<file path="config.mk">
export PLATFORM = sky130hd
export DESIGN_NAME = axi4_lite_regbank_slave
export DESIGN_NICKNAME = d
export VERILOG_FILES = /design/src/rtl/axi4_lite_regbank_slave.sv
export SDC_FILE = /design/constraint.sdc
export NUM_CORES = 1
export LEC_CHECK = 0
export BUFFER_PORTS_ARGS = -buffer_cell sky130_fd_sc_hd__buf_2
export CORE_MARGIN = 8
export CORE_UTILIZATION = 42
export CTS_CLUSTER_SIZE = 25
export DETAILED_ROUTE_END_ITERATION = 7
export HOLD_SLACK_MARGIN = 0.08
export PLACE_DENSITY = 0.71
export SLEW_MARGIN = 20
export SYNTH_ARGS = -nofsm -noshare
export SYNTH_HDL_FRONTEND = slang
export SYNTH_SLANG_ARGS = --single-unit
</file>
<file path="constraint.sdc">
create_clock -name clk -period 2.4 [get_ports clk]
set_input_delay 0.12 -clock clk [delete_from_list [all_inputs] [get_ports clk]]
set_output_delay 0.12 -clock clk [all_outputs]
set_load 0.05 [all_outputs]
</file>
<file path="src/rtl/axi4_lite_regbank_slave.sv">
// AXI4-Lite register bank responder.
// Write address and write data are captured into independent one-deep holds and
// committed together once both are present and the previous write response has
// been accepted. Register 0 is a read-only ID word; registers 1..NUM_REGS-1 are
// byte-writable. Reads are answered from a registered data/response pair.
module axi4_lite_regbank_slave #(
    parameter int unsigned AXI_ADDR_WIDTH = 64,
    parameter int unsigned AXI_DATA_WIDTH = 32,
    parameter int unsigned NUM_REGS       = 8,
    parameter logic [31:0] ID_VALUE       = 32'hA5A5_0001
) (
    input  logic                      clk,
    input  logic                      arst,

    input  logic                      AW_VALID,
    output logic                      AW_READY,
    input  logic [AXI_ADDR_WIDTH-1:0] AW_ADDR,
    input  logic [2:0]                AW_PROT,

    input  logic                      W_VALID,
    output logic                      W_READY,
    input  logic [31:0]               W_DATA,
    input  logic [3:0]                W_STRB,

    output logic                      B_VALID,
    input  logic                      B_READY,
    output logic [1:0]                B_RESP,

    input  logic                      AR_VALID,
    output logic                      AR_READY,
    input  logic [AXI_ADDR_WIDTH-1:0] AR_ADDR,
    input  logic [2:0]                AR_PROT,

    output logic                      R_VALID,
    input  logic                      R_READY,
    output logic [31:0]               R_DATA,
    output logic [1:0]                R_RESP,

    output logic [NUM_REGS*32-1:0]    o_regs,
    output logic [NUM_REGS-1:0]       o_wr_pulse
);

    localparam int unsigned IDX_W = $clog2(NUM_REGS);
    localparam logic [1:0] RESP_OKAY   = 2'b00;
    localparam logic [1:0] RESP_SLVERR = 2'b10;

    // Elaboration-time guard on unsupported parameterisations.
    if (AXI_DATA_WIDTH != 32) begin : g_data_width_check
        $error("axi4_lite_regbank_slave: only 32-bit data is supported");
    end
    if ((NUM_REGS < 2) || (NUM_REGS > 256) || ((1 << IDX_W) != NUM_REGS)) begin : g_num_regs_check
        $error("axi4_lite_regbank_slave: NUM_REGS must be a power of two in 2..256");
    end

    // Write address / data holds.
    logic                      aw_held_q, aw_held_d;
    logic [AXI_ADDR_WIDTH-1:0] aw_addr_q, aw_addr_d;
    logic                      w_held_q, w_held_d;
    logic [31:0]               w_data_q, w_data_d;
    logic [3:0]                w_strb_q, w_strb_d;

    // Write response.
    logic                      b_valid_q, b_valid_d;
    logic [1:0]                b_resp_q, b_resp_d;

    // Read response.
    logic                      r_valid_q, r_valid_d;
    logic [31:0]               r_data_q, r_data_d;
    logic [1:0]                r_resp_q, r_resp_d;

    // Register storage; entry 0 is never written and is replaced by ID_VALUE in the view.
    logic [31:0]               regs_q [NUM_REGS];
    logic [31:0]               regs_d [NUM_REGS];
    logic [31:0]               reg_view [NUM_REGS];
    logic [NUM_REGS-1:0]       wr_pulse_q, wr_pulse_d;

    logic                      aw_hs, w_hs, ar_hs;
    logic                      commit;
    logic [IDX_W-1:0]          wr_idx, rd_idx;
    logic                      wr_oor, rd_oor;
    logic                      wr_ok;

    // Protection bits and the sub-word address bits carry no meaning here.
    logic                      unused_bits;
    assign unused_bits = ^{AW_PROT, AR_PROT, AR_ADDR[1:0], aw_addr_q[1:0]};

    // Ready signals depend only on internal state, never on an incoming VALID.
    assign AW_READY = !aw_held_q;
    assign W_READY  = !w_held_q;
    assign AR_READY = !r_valid_q;

    assign aw_hs  = AW_VALID & AW_READY;
    assign w_hs   = W_VALID & W_READY;
    assign ar_hs  = AR_VALID & AR_READY;
    assign commit = aw_held_q & w_held_q & !b_valid_q;

    assign wr_idx = aw_addr_q[IDX_W+1:2];
    assign rd_idx = AR_ADDR[IDX_W+1:2];
    assign wr_oor = |aw_addr_q[AXI_ADDR_WIDTH-1:IDX_W+2];
    assign rd_oor = |AR_ADDR[AXI_ADDR_WIDTH-1:IDX_W+2];
    assign wr_ok  = !wr_oor && (wr_idx != '0);

    assign B_VALID    = b_valid_q;
    assign B_RESP     = b_resp_q;
    assign R_VALID    = r_valid_q;
    assign R_DATA     = r_data_q;
    assign R_RESP     = r_resp_q;
    assign o_wr_pulse = wr_pulse_q;

    // Software-visible register view with the read-only ID word in slot 0.
    always_comb begin
        reg_view[0] = ID_VALUE;
        for (int k = 1; k < NUM_REGS; k++) begin
            reg_view[k] = regs_q[k];
        end
    end

    // Flatten the register view onto the local-logic bus.
    always_comb begin
        o_regs = '0;
        for (int k = 0; k < NUM_REGS; k++) begin
            o_regs[k*32 +: 32] = reg_view[k];
        end
    end

    // Capture AW and W independently; a commit frees both holds.
    always_comb begin
        aw_held_d = aw_held_q;
        aw_addr_d = aw_addr_q;
        w_held_d  = w_held_q;
        w_data_d  = w_data_q;
        w_strb_d  = w_strb_q;
        if (commit) begin
            aw_held_d = 1'b0;
            w_held_d  = 1'b0;
        end
        if (aw_hs) begin
            aw_held_d = 1'b1;
            aw_addr_d = AW_ADDR;
        end
        if (w_hs) begin
            w_held_d = 1'b1;
            w_data_d = W_DATA;
            w_strb_d = W_STRB;
        end
    end

    // Commit a held write into the bank and raise the response.
    always_comb begin
        for (int k = 0; k < NUM_REGS; k++) begin
            regs_d[k] = regs_q[k];
        end
        wr_pulse_d = '0;
        b_valid_d  = b_valid_q;
        b_resp_d   = b_resp_q;
        if (b_valid_q && B_READY) begin
            b_valid_d = 1'b0;
        end
        if (commit) begin
            b_valid_d = 1'b1;
            if (wr_ok) begin
                b_resp_d = RESP_OKAY;
                // A zero strobe still counts as a successful access, so the pulse fires.
                wr_pulse_d[wr_idx] = 1'b1;
                for (int b = 0; b < 4; b++) begin
                    if (w_strb_q[b]) begin
                        regs_d[wr_idx][8*b +: 8] = w_data_q[8*b +: 8];
                    end
                end
            end else begin
                b_resp_d = RESP_SLVERR;
            end
        end
    end

    // Read response: sampled from the pre-commit view so a same-edge write is not visible.
    always_comb begin
        r_valid_d = r_valid_q;
        r_data_d  = r_data_q;
        r_resp_d  = r_resp_q;
        if (r_valid_q && R_READY) begin
            r_valid_d = 1'b0;
        end
        if (ar_hs) begin
            r_valid_d = 1'b1;
            if (rd_oor) begin
                r_data_d = '0;
                r_resp_d = RESP_SLVERR;
            end else begin
                r_data_d = reg_view[rd_idx];
                r_resp_d = RESP_OKAY;
            end
        end
    end

    // State registers; reset drops any in-flight hold or response.
    always_ff @(posedge clk or negedge arst) begin
        if (!arst) begin
            aw_held_q  <= 1'b0;
            aw_addr_q  <= '0;
            w_held_q   <= 1'b0;
            w_data_q   <= '0;
            w_strb_q   <= '0;
            b_valid_q  <= 1'b0;
            b_resp_q   <= RESP_OKAY;
            r_valid_q  <= 1'b0;
            r_data_q   <= '0;
            r_resp_q   <= RESP_OKAY;
            wr_pulse_q <= '0;
            for (int k = 0; k < NUM_REGS; k++) begin
                regs_q[k] <= '0;
            end
        end else begin
            aw_held_q  <= aw_held_d;
            aw_addr_q  <= aw_addr_d;
            w_held_q   <= w_held_d;
            w_data_q   <= w_data_d;
            w_strb_q   <= w_strb_d;
            b_valid_q  <= b_valid_d;
            b_resp_q   <= b_resp_d;
            r_valid_q  <= r_valid_d;
            r_data_q   <= r_data_d;
            r_resp_q   <= r_resp_d;
            wr_pulse_q <= wr_pulse_d;
            for (int k = 0; k < NUM_REGS; k++) begin
                regs_q[k] <= regs_d[k];
            end
        end
    end

endmodule

</file>
==> impl_metrics.csv, run 1 <==
group,metric,value,unit
setup_path,critPathMaxFanout,8,
synth,synth_top_area_frac,0.5622,
route,vias_per_cell,5.333,
grt,grt_overflow,0,
setup_path,cp-startpoint,"aw_addr_q[24]$_DFFE_PN0P_",
synth,synth_warnings,0,
timing,maxSlewViolCount,0,
synth,synth_top_family_by_area,"multiplexers",
cells_and_area,fin_nets,1889,
flow_run,drv_cap,0,
setup_path,cp.arrival,2800,ps
synth,ys_seq_area_frac,0.5622,
floorplan,row_count,72,
setup_path,critical_path_required,2820,ps
timing,fin_worst_skew,16.14,ps
grt,grt_pass1_vias,13181,
power_and_ir_drop,clkPwrFrac,0.371,
floorplan,pin_count,482,
grt,grt_max_degree,81,
cells_and_area,area_growth,35.29,%
grt,grt_pass1_wl,79680,µm
setup_path,crit-reg2reg-launch,"aw_addr_q[24]$_DFFE_PN0P_",
synth,synth_compound_area_frac,0.03605,
cells_and_area,drive_gt1_frac,0.5612,
clock_tree,numCtsBuffers,40,
timing,fin_crit,2377,ps
synth,synthMostInstantiatedCell,"dfrtp_1",
timing,hold_viol_final,0,
floorplan,fp.dieW,213.5,µm
route,drcViolationCount,0,
synth,synthCells,1127,
route,drtIter0Drc,684,
synth,synthXorXnorAreaFrac,0,
placement,gp_congestion,0.8600,
synth,synth-simple-area-share,0.07592,
power_and_ir_drop,leakage,11.61,nW
power_and_ir_drop,switching_power,5.152,mW
timing,setup_viol,0,
grt,grt_use_met1,0.2637,
setup_path,critPathLaunchType,"register",
synth,synth_async_sr_flop_share,1.000,
cells_and_area,utilization,0.5748,
grt,antenna_found_initial,3,
placement,dp_cells,2072,
clock_tree,cts.sinks,368,
hold_path,holdCritPathClass,"input pin to register",
power_and_ir_drop,p_per_area,803.2,nW/µm²
grt,grt_use_total,0.2296,
setup_path,crit_type,"register to register",
power_and_ir_drop,vdd_ir_drop_max,0.7688,mV
synth,synth_area,16380,µm²
clock_tree,cts.path.max_buffers,3,
cells_and_area,n_fill_cell,3049,
synth,yosys_register_bits,368,
clock_tree,cts_max_level,2,
clock_tree,cts.clk_slew.worst_paths,60,ps
setup_path,cp-endpoint,"o_regs[107]$_DFFE_PN0P_",
power_and_ir_drop,power_frac_comb,0.177,
setup_path,regToRegSetupSlack,20,ps
clock_tree,insertion_delay,550,ps
route,drt_wl_total,53990,µm
synth,yosys.area_share.adder,0,
timing,slew_headroom,0.6054,
timing,tightest_slew,591.9,ps
power_and_ir_drop,seq_power_share,0.452,
timing,max_freq,0.4208,GHz
synth,synth.avg_cell_area,14.53,µm²
synth,synthFlopType,"dfrtp_1",
synth,synth_mux_area_frac,0.2903,
synth,synth_common_cells,"dfrtp_1, mux2_2, nor2_1",
timing,rsz0062_at_grt,"true",
route,ant_nets,0,
setup_path,worstSetupEndpointType,"register",
grt,use_met2,0.4032,
power_and_ir_drop,switching_share,0.2894,
placement,hpwlAfterDp,37620,µm
placement,port_buffers,437,
synth,synth_edf_count,0,
route,first_pass_iters,5,
grt,met3_usage,0.05832,
floorplan,die_y,213.5,µm
run_status,status,"finished, final reports clean",
clock_tree,cts_root_buf,"clkbuf_16",
route,vias,12059,
power_and_ir_drop,intPower,12.65,mW
floorplan,die_area,45580,µm²
setup_path,r2r_cells,8,
synth,ys_types,39,
clock_tree,cts_tree,"yes",
timing,fin_crit_sh,0.9902,
synth,synthTopCellsByArea,"dfrtp_1, mux2_2, mux4_2",
setup_path,r2r_end,"o_regs[107]$_DFFE_PN0P_",
synth,yosysTopAreaCell,"dfrtp_1",
cells_and_area,final_cells,2261,
timing,setup_tns,0,ps
grt,top_usage_layer,"met2",
floorplan,core_area,38560,µm²
hold_path,hold_depth,3,
floorplan,start_util,0.4248,
route,wire_per_inst,23.88,µm
==> sequential cells by signal, indices dropped and copies added, names as in the netlist <==
signal / count
R_VALID: 1
o_regs: 224
R_RESP: 1
o_wr_pulse: 8
w_held_q: 1
aw_held_q: 1
w_strb_q: 4
R_DATA: 32
B_RESP: 1
w_data_q: 32
B_VALID: 1
aw_addr_q: 62
==> layout make-up <==
class | count | area (µm²) | share of cell area
Sequential cell | 368 | 9209 | 0.4155
Multi-Input combinational cell | 694 | 6820 | 0.3078
Timing Repair Buffer | 603 | 4038 | 0.1822
Clock buffer | 57 | 1187 | 0.05358
Tap cell | 518 | 648.1 | 0.02925
Clock inverter | 14 | 235.2 | 0.01061
Inverter | 5 | 18.77 | 0.0008469
Antenna cell | 2 | 5.005 | 0.0002258
==> routing by layer <==
layer / vias up / routed length, µm
met5: - / 0
met1: 6180 / 20020
li1: 5258 / -
met3: 102 / 4428
met2: 519 / 27450
met4: 0 / 2094
==> power by group through the flow <==
stage	Combinational, mW	Sequential [mW]	Clock [mW]
after global routing	3.38	8.18	6.96
after global placement	2.90	8.06	0
after floorplan	2.05	7.80	0
final	3.15	8.05	6.60
after detailed placement	2.98	8.11	0
after CTS	3.13	8.01	6.74
==> layout by cell type, fill, tap and decap left out, drive strengths merged, types with 21 or more instances in the layout <==
| cell | count |
|---|---|
| clkbuf | 58 |
| dlygate4sd3 | 104 |
| buf | 498 |
| mux4 | 32 |
| a21oi | 34 |
| o21ai | 33 |
| mux2 | 345 |
| nand2 | 36 |
| conb | 35 |
| nor4 | 28 |
| nand4 | 36 |
| dfrtp | 368 |
| nor2 | 42 |
| a22oi | 21 |
==> what timing repair did <==
| item | in CTS | in global routing |
|---|---|---|
| gates resized for setup | 0 | 11 |
| cloned | 0 | 1 |
| setup buffers | 5 | 6 |
| hold endpoints to repair | 390 | 0 |
| endpoints found under the setup margin | 67 | 186 |
| hold buffers | 104 | 0 |
| pin swaps | 1 | 4 |
==> stage by stage <==
| step | instance area [µm²] | power (mW) | setup slack, ps | hold WS [ps] |
|---|---|---|---|---|
| after floorplan | 16500 | 9.850 | 92.85 | -175.6 |
| after global placement | 19480 | 10.95 | 9.591 | 138.2 |
| after detailed placement | 19480 | 11.09 | -37.15 | 146.0 |
| after CTS | 22000 | 17.88 | 4.067 | 85.33 |
| after global routing | 22160 | 18.51 | -57.42 | 116.1 |
| final | 22160 | 17.80 | 23.44 | 122.6 |
==> cells by family (layout without fill, tap and decap cells) <==
| kind of cell | after synthesis | in the layout |
|---|---|---|
| muxes | 386 | 386 |
| DFF | 368 | 368 |
| and+or+nand+nor | 172 | 172 |
| AOI/OAI and AO/OA | 101 | 101 |
| buffers and inverters | 98 | 679 |
| other | 2 | 37 |
==> how the worst min path moves through the flow <==
| stage | startpoint | end | slack, ps |
|---|---|---|---|
| after floorplan | arst | B_RESP[1]$_DFFE_PN0P_ | -180 |
| after global placement | arst | w_data_q[14]$_DFFE_PN0P_ | 140 |
| after detailed placement | arst | w_data_q[14]$_DFFE_PN0P_ | 150 |
| after CTS | AR_ADDR[4] | R_DATA[16]$_DFFE_PN0P_ | 90 |
| after global routing | AR_ADDR[4] | R_DATA[16]$_DFFE_PN0P_ | 120 |
| final | AR_ADDR[4] | R_DATA[16]$_DFFE_PN0P_ | 120 |
==> worst max-delay path: stages, from the launching register on <==
cell and delay, ps:
dfrtp_1 380, nor4_2 310, nand4_1 230, nor4_4 280, buf_6 170, clkbuf_16 180, buf_12 110, nand4_4 220
mux2_2 360
(Power assumes the default switching activity.)
==> run 2: changes to the inputs <==
- CORE_UTILIZATION: 42 -> 45
- PLACE_DENSITY: 0.71 -> 0.75
==> run 2 against run 1 <==
  * The run now ends with setup timing left
  * Clock skew grew 2.7 ps
  * Register-to-register slack lost 50 ps
  * Count of clock-buffer cells in the layout grew 9
  * Setup slack lost 51 ps
  * Final cell count shrank 2.1%
  * Hold slack is essentially flat
  * Fmax shrank 2.1%
  * Flip-flop and latch count is the same
  * Combinational power shrank 2%
==> impl_metrics.csv, run 2 (synthesized netlist as in run 1, its figures left out) <==
group,metric,value,unit
route,vias_per_cell,5.448,
timing,layout_setup_ws,-27.28,ps
timing,hold_viol_final,0,
timing,setup_tns,-199.2,ps
setup_path,critical_path_required,2840,ps
setup_path,crit_chain,"nor4_2 -> nand4_1 -> nor4_4 -> buf_12 -> buf_12 -> nand4_4 -> mux2_2",
cells_and_area,fin_nets,1884,
timing,fin_worst_skew,18.87,ps
floorplan,die_area,42760,µm²
placement,port_buffers,437,
placement,gp_congestion,0.8290,
power_and_ir_drop,fin_total_pwr,17.45,mW
setup_path,max_stage_delay,410,ps
floorplan,pin_count,482,
clock_tree,cts_max_level,2,
cells_and_area,drive_gt1_frac,0.5610,
timing,tightest_slew,646.1,ps
cells_and_area,mostFrequentLayoutCells,"buf_2, dfrtp_1, mux2_2, dlygate4sd3_1",
setup_path,critPathBufInv,2,
timing,fin_crit,2427,ps
cells_and_area,largest_reg_flops,224,
route,ant_nets,0,
route,drt_wl_total,54010,µm
setup_path,critPathMaxFanout,8,
power_and_ir_drop,leakage,11.50,nW
route,first_pass_iters,4,
flow_run,drv_cap,0,
setup_path,worstSetupEndpointType,"register",
timing,maxSlewViolCount,0,
floorplan,die_y,206.8,µm
clock_tree,cts.clk_slew.worst_paths,60,ps
setup_path,critPathTopFamily,"simple AND/OR/NAND/NOR gates",
route,drtIter0Drc,657,
timing,setup_viol,14,
grt,grt_pass1_vias,13157,
cells_and_area,area_growth,33.91,%
grt,grt_use_total,0.2490,
floorplan,row_count,70,
floorplan,start_util,0.4518,
timing,slew_headroom,0.5693,
grt,antenna_found_initial,7,
hold_path,holdCritPathClass,"input pin to register",
clock_tree,numCtsBuffers,41,
timing,max_freq,0.4120,GHz
setup_path,cp.arrival,2860,ps
setup_path,worst_path_most_repeated_cell,"buf_12",
power_and_ir_drop,p_per_area,795.4,nW/µm²
timing,rsz0062_at_grt,"true",
setup_path,cpMaxStageDelayCell,"dfrtp_1",
power_and_ir_drop,vdd_ir_drop_max,0.8502,mV
setup_path,crit_type,"register to register",
grt,grt_overflow,0,
route,drcViolationCount,0,
placement,dp_worst_setup_slack,-72.56,ps
clock_tree,cts_tree,"yes",
clock_tree,cts_root_buf,"clkbuf_16",
floorplan,core_area,36260,µm²
cells_and_area,layout_commonest_cell,"buf_2",
run_status,status,"finished, violations left",
route,vias,12057,
placement,hpwlAfterDp,37300,µm
grt,grt_pass1_wl,80480,µm
clock_tree,insertion_delay,570,ps
grt,grt_max_degree,66,
timing,fin_crit_sh,1.011,
run_status,violations,"setup timing",
clock_tree,cts.path.max_buffers,3,
clock_tree,cts.sinks,368,
route,wire_per_inst,24.40,µm
floorplan,fp.dieW,206.8,µm
setup_path,critPathLaunchType,"register",
[run 2: cell types whose count changed in the layout (fill, tap and decap cells not counted), moves of 3 or more]
cell	before	now
mux2_1	3	0
clkbuf_8	8	12
diode_2	2	7
buf_12	24	20
clkinv_2	6	2
nor4_1	26	23
bufinv_16	6	1
clkbuf_1	7	13
[run 2: metal layers]
layer	wire (µm)	track usage	vias to the layer above
li1	-	-	5254
met1	20190	0.2876	6139
met2	27370	0.4291	545
met3	4482	0.06835	119
met4	1970	0.1125	0
met5	0	0	-
[run 2: report_power, final]
group	internal, mW	switching [mW]
sequential	7.09	1.06
combinational	1.44	1.64
clock	3.66	2.56
total	12.2	5.27
[run 2: per-stage QoR]
step	instances	hold WS (ps)	utilization	instance area, µm²
after CTS	2202	85.26	0.6011	21790
final	2213	122.3	0.6049	21930
after global routing	2213	130.4	0.6049	21930
after global placement	2024	134.1	0.5353	19410
after detailed placement	2024	149.2	0.5353	19410
after floorplan	1160	-175.6	-	16500
[run 2: final timing paths]
path	endpoint	cells after the start	startpoint	slack, ps
worst max register to register	o_regs[132]$_DFFE_PN0P_	7	aw_addr_q[21]$_DFFE_PN0P_	-30
min in group asynchronous	R_DATA[27]$_DFFE_PN0P_	2	arst	130
max in group asynchronous	o_regs[177]$_DFFE_PN0P_	3	arst	1500
worst max-delay path	o_regs[132]$_DFFE_PN0P_	7	aw_addr_q[21]$_DFFE_PN0P_	-30
worst min-delay path	R_DATA[30]$_DFFE_PN0P_	3	AR_ADDR[3]	120
worst min register to register	R_DATA[15]$_DFFE_PN0P_	2	R_DATA[15]$_DFFE_PN0P_	480
[run 2: worst register-to-register path: cells and delay by family (launching register included)]
kind,cells,cell delay (ps)
buffers and inverters,2,350
flip-flops,1,410
AND/OR/NAND/NOR,4,1190
multiplexers,1,370
[run 2: final cells by class]
type | count | area, µm²
Antenna cell | 7 | 17.52
Clock buffer | 66 | 1240
Clock inverter | 8 | 92.59
Fill cell | 2729 | 14330
Inverter | 5 | 18.77
Multi-Input combinational cell | 694 | 6838
Sequential cell | 368 | 9209
Tap cell | 468 | 585.6
Timing Repair Buffer | 597 | 3934
[run 2: what timing repair did]
action | in CTS | in global routing
endpoints found under the setup margin | 150 | 206
setup buffers | 1 | 4
hold buffers | 103 | 0
resized for setup | 2 | 16
endpoints found under the hold margin | 459 | 0
pin swaps | 3 | 12
==> run 3: changes to the inputs <==
- clock period: 2.4 -> 2.6 ns (I/O delays scaled with it)
==> run 3 against run 2 <==
  * Register-to-register slack improved by 180 ps
  * Largest cell class unchanged
  * Non-clock buffer count decreased by 6
  * The flow now finishes without violations
  * Wire length grew 0.20%
==> impl_metrics.csv, run 3 (synthesized netlist as in run 1, its figures left out) <==
group,metric,value,unit
route,vias,12102,
timing,slew_headroom,0.4287,
setup_path,worstSetupEndpointType,"register",
setup_path,crit_type,"register to register",
route,drtIter0Drc,595,
timing,tightest_slew,855.2,ps
cells_and_area,seq_area,9209,µm²
cells_and_area,layout_commonest_cell,"buf_2",
clock_tree,insertion_delay,540,ps
route,drcViolationCount,0,
grt,grt_max_degree,71,
cells_and_area,multi_input_area,6777,µm²
grt,grt_overflow,0,
timing,fin_worst_skew,22.95,ps
cells_and_area,mostFrequentLayoutCells,"buf_2, dfrtp_1, mux2_2, dlygate4sd3_1, buf_4",
clock_tree,cts.path.max_buffers,3,
timing,max_freq,0.4078,GHz
timing,maxSlewViolCount,0,
timing,setup_tns,0,ps
cells_and_area,fin_nets,1877,
setup_path,critical_path_required,3000,ps
setup_path,r2r_cells,7,
cells_and_area,area_growth,32.72,%
route,wire_per_inst,24.56,µm
grt,grt_use_total,0.2490,
cells_and_area,largest_reg_flops,224,
run_status,status,"finished, final reports clean",
clock_tree,cts_root_buf,"clkbuf_16",
clock_tree,cts.clk_slew.worst_paths,60,ps
floorplan,pin_count,482,
route,vias_per_cell,5.493,
setup_path,cp.arrival,2860,ps
grt,grt_pass1_vias,13084,
floorplan,die_y,206.8,µm
route,drt_wl_total,54120,µm
placement,hpwlAfterDp,37360,µm
floorplan,row_count,70,
timing,holdWs,130.7,ps
power_and_ir_drop,vdd_ir_drop_max,0.7131,mV
cells_and_area,fin_area,21740,µm²
setup_path,critPathMaxFanout,16,
placement,placed_cell_area,19180,µm²
hold_path,hold_depth,3,
clock_tree,cts.sinks,368,
floorplan,fp.dieW,206.8,µm
clock_tree,cts_tree,"yes",
clock_tree,numCtsBuffers,40,
grt,antenna_found_initial,7,
power_and_ir_drop,p_per_area,752.5,nW/µm²
clock_tree,cts_max_level,2,
cells_and_area,drive_gt1_frac,0.5547,
placement,dp_worst_setup_slack,75.91,ps
flow_run,drv_cap,0,
timing,layout_setup_ws,147.9,ps
timing,hold_viol_final,0,
hold_path,holdCritPathClass,"input pin to register",
floorplan,core_area,36260,µm²
placement,gp_congestion,0.8432,
floorplan,start_util,0.4518,
setup_path,critPathLaunchType,"register",
floorplan,die_area,42760,µm²
timing,setup_viol,0,
grt,grt_pass1_wl,80500,µm
route,ant_nets,0,
timing,rsz0062_at_grt,"false",
route,first_pass_iters,5,
timing,fin_crit_sh,0.9431,
placement,port_buffers,437,
power_and_ir_drop,leakage,11.41,nW
cells_and_area,n_fill_cell,2786,
timing,fin_crit,2452,ps
[run 3: final cells by class]
cell class              count  share of cell area
flip-flops and latches    368              0.4236
multi-input cells         694              0.3117
repair buffers            591              0.1710
clock buffers              62             0.05548
well taps                 468             0.02693
clock inverters             9            0.009726
inverters                   5           0.0008633
diodes                      6           0.0006906
[run 3: per-stage QoR]
step	total power, mW	util	std cells
after floorplan	9.092	-	1160
after global placement	10.00	0.5289	2013
after detailed placement	10.17	0.5289	2013
after CTS	16.42	0.5967	2188
after global routing	17.06	0.5996	2203
final	16.36	0.5996	2203
[run 3: worst paths after layout]
check | from | endpoint | slack, ps
max in group asynchronous | arst | o_wr_pulse[4]$_DFF_PN0_ | 1480
worst max-delay path | aw_addr_q[32]$_DFFE_PN0P_ | o_regs[61]$_DFFE_PN0P_ | 150
worst min register to register | R_DATA[1]$_DFFE_PN0P_ | R_DATA[1]$_DFFE_PN0P_ | 480
min in group asynchronous | arst | w_data_q[24]$_DFFE_PN0P_ | 170
worst max register to register | aw_addr_q[32]$_DFFE_PN0P_ | o_regs[61]$_DFFE_PN0P_ | 150
worst min-delay path | AR_ADDR[3] | R_DATA[30]$_DFFE_PN0P_ | 130
[run 3: layer usage]
layer / vias to the layer above / part of all wire / track usage
li1: 5242 / - / -
met1: 6202 / 0.37 / 0.2863
met2: 536 / 0.51 / 0.4360
met3: 122 / 0.081 / 0.06320
met4: 0 / 0.037 / 0.1092
met5: - / 0 / 0
[run 3: critical path: stages, from the launching register on]
cell	delay, ps
dfrtp_1	380
nor4_1	350
nand4_1	270
nor4_4	320
buf_12	210
buf_12	120
nand4_4	270
mux2_4	390
[run 3: timing repair]
action / in CTS / in global routing
endpoints found under the hold margin: 206 / 0
gates resized for setup: 0 / 1
setup buffers: 0 / 9
hold buffers: 104 / 0
endpoints found under the setup margin: 0 / 21
[run 3: power by group]
group	internal, mW	total (mW)	leakage, nW	switching (mW)
combinational	1.28	2.77	5.82	1.49
sequential	6.54	7.46	4.90	0.919
clock	3.79	6.13	0.681	2.34
total	11.6	16.4	11.4	4.75
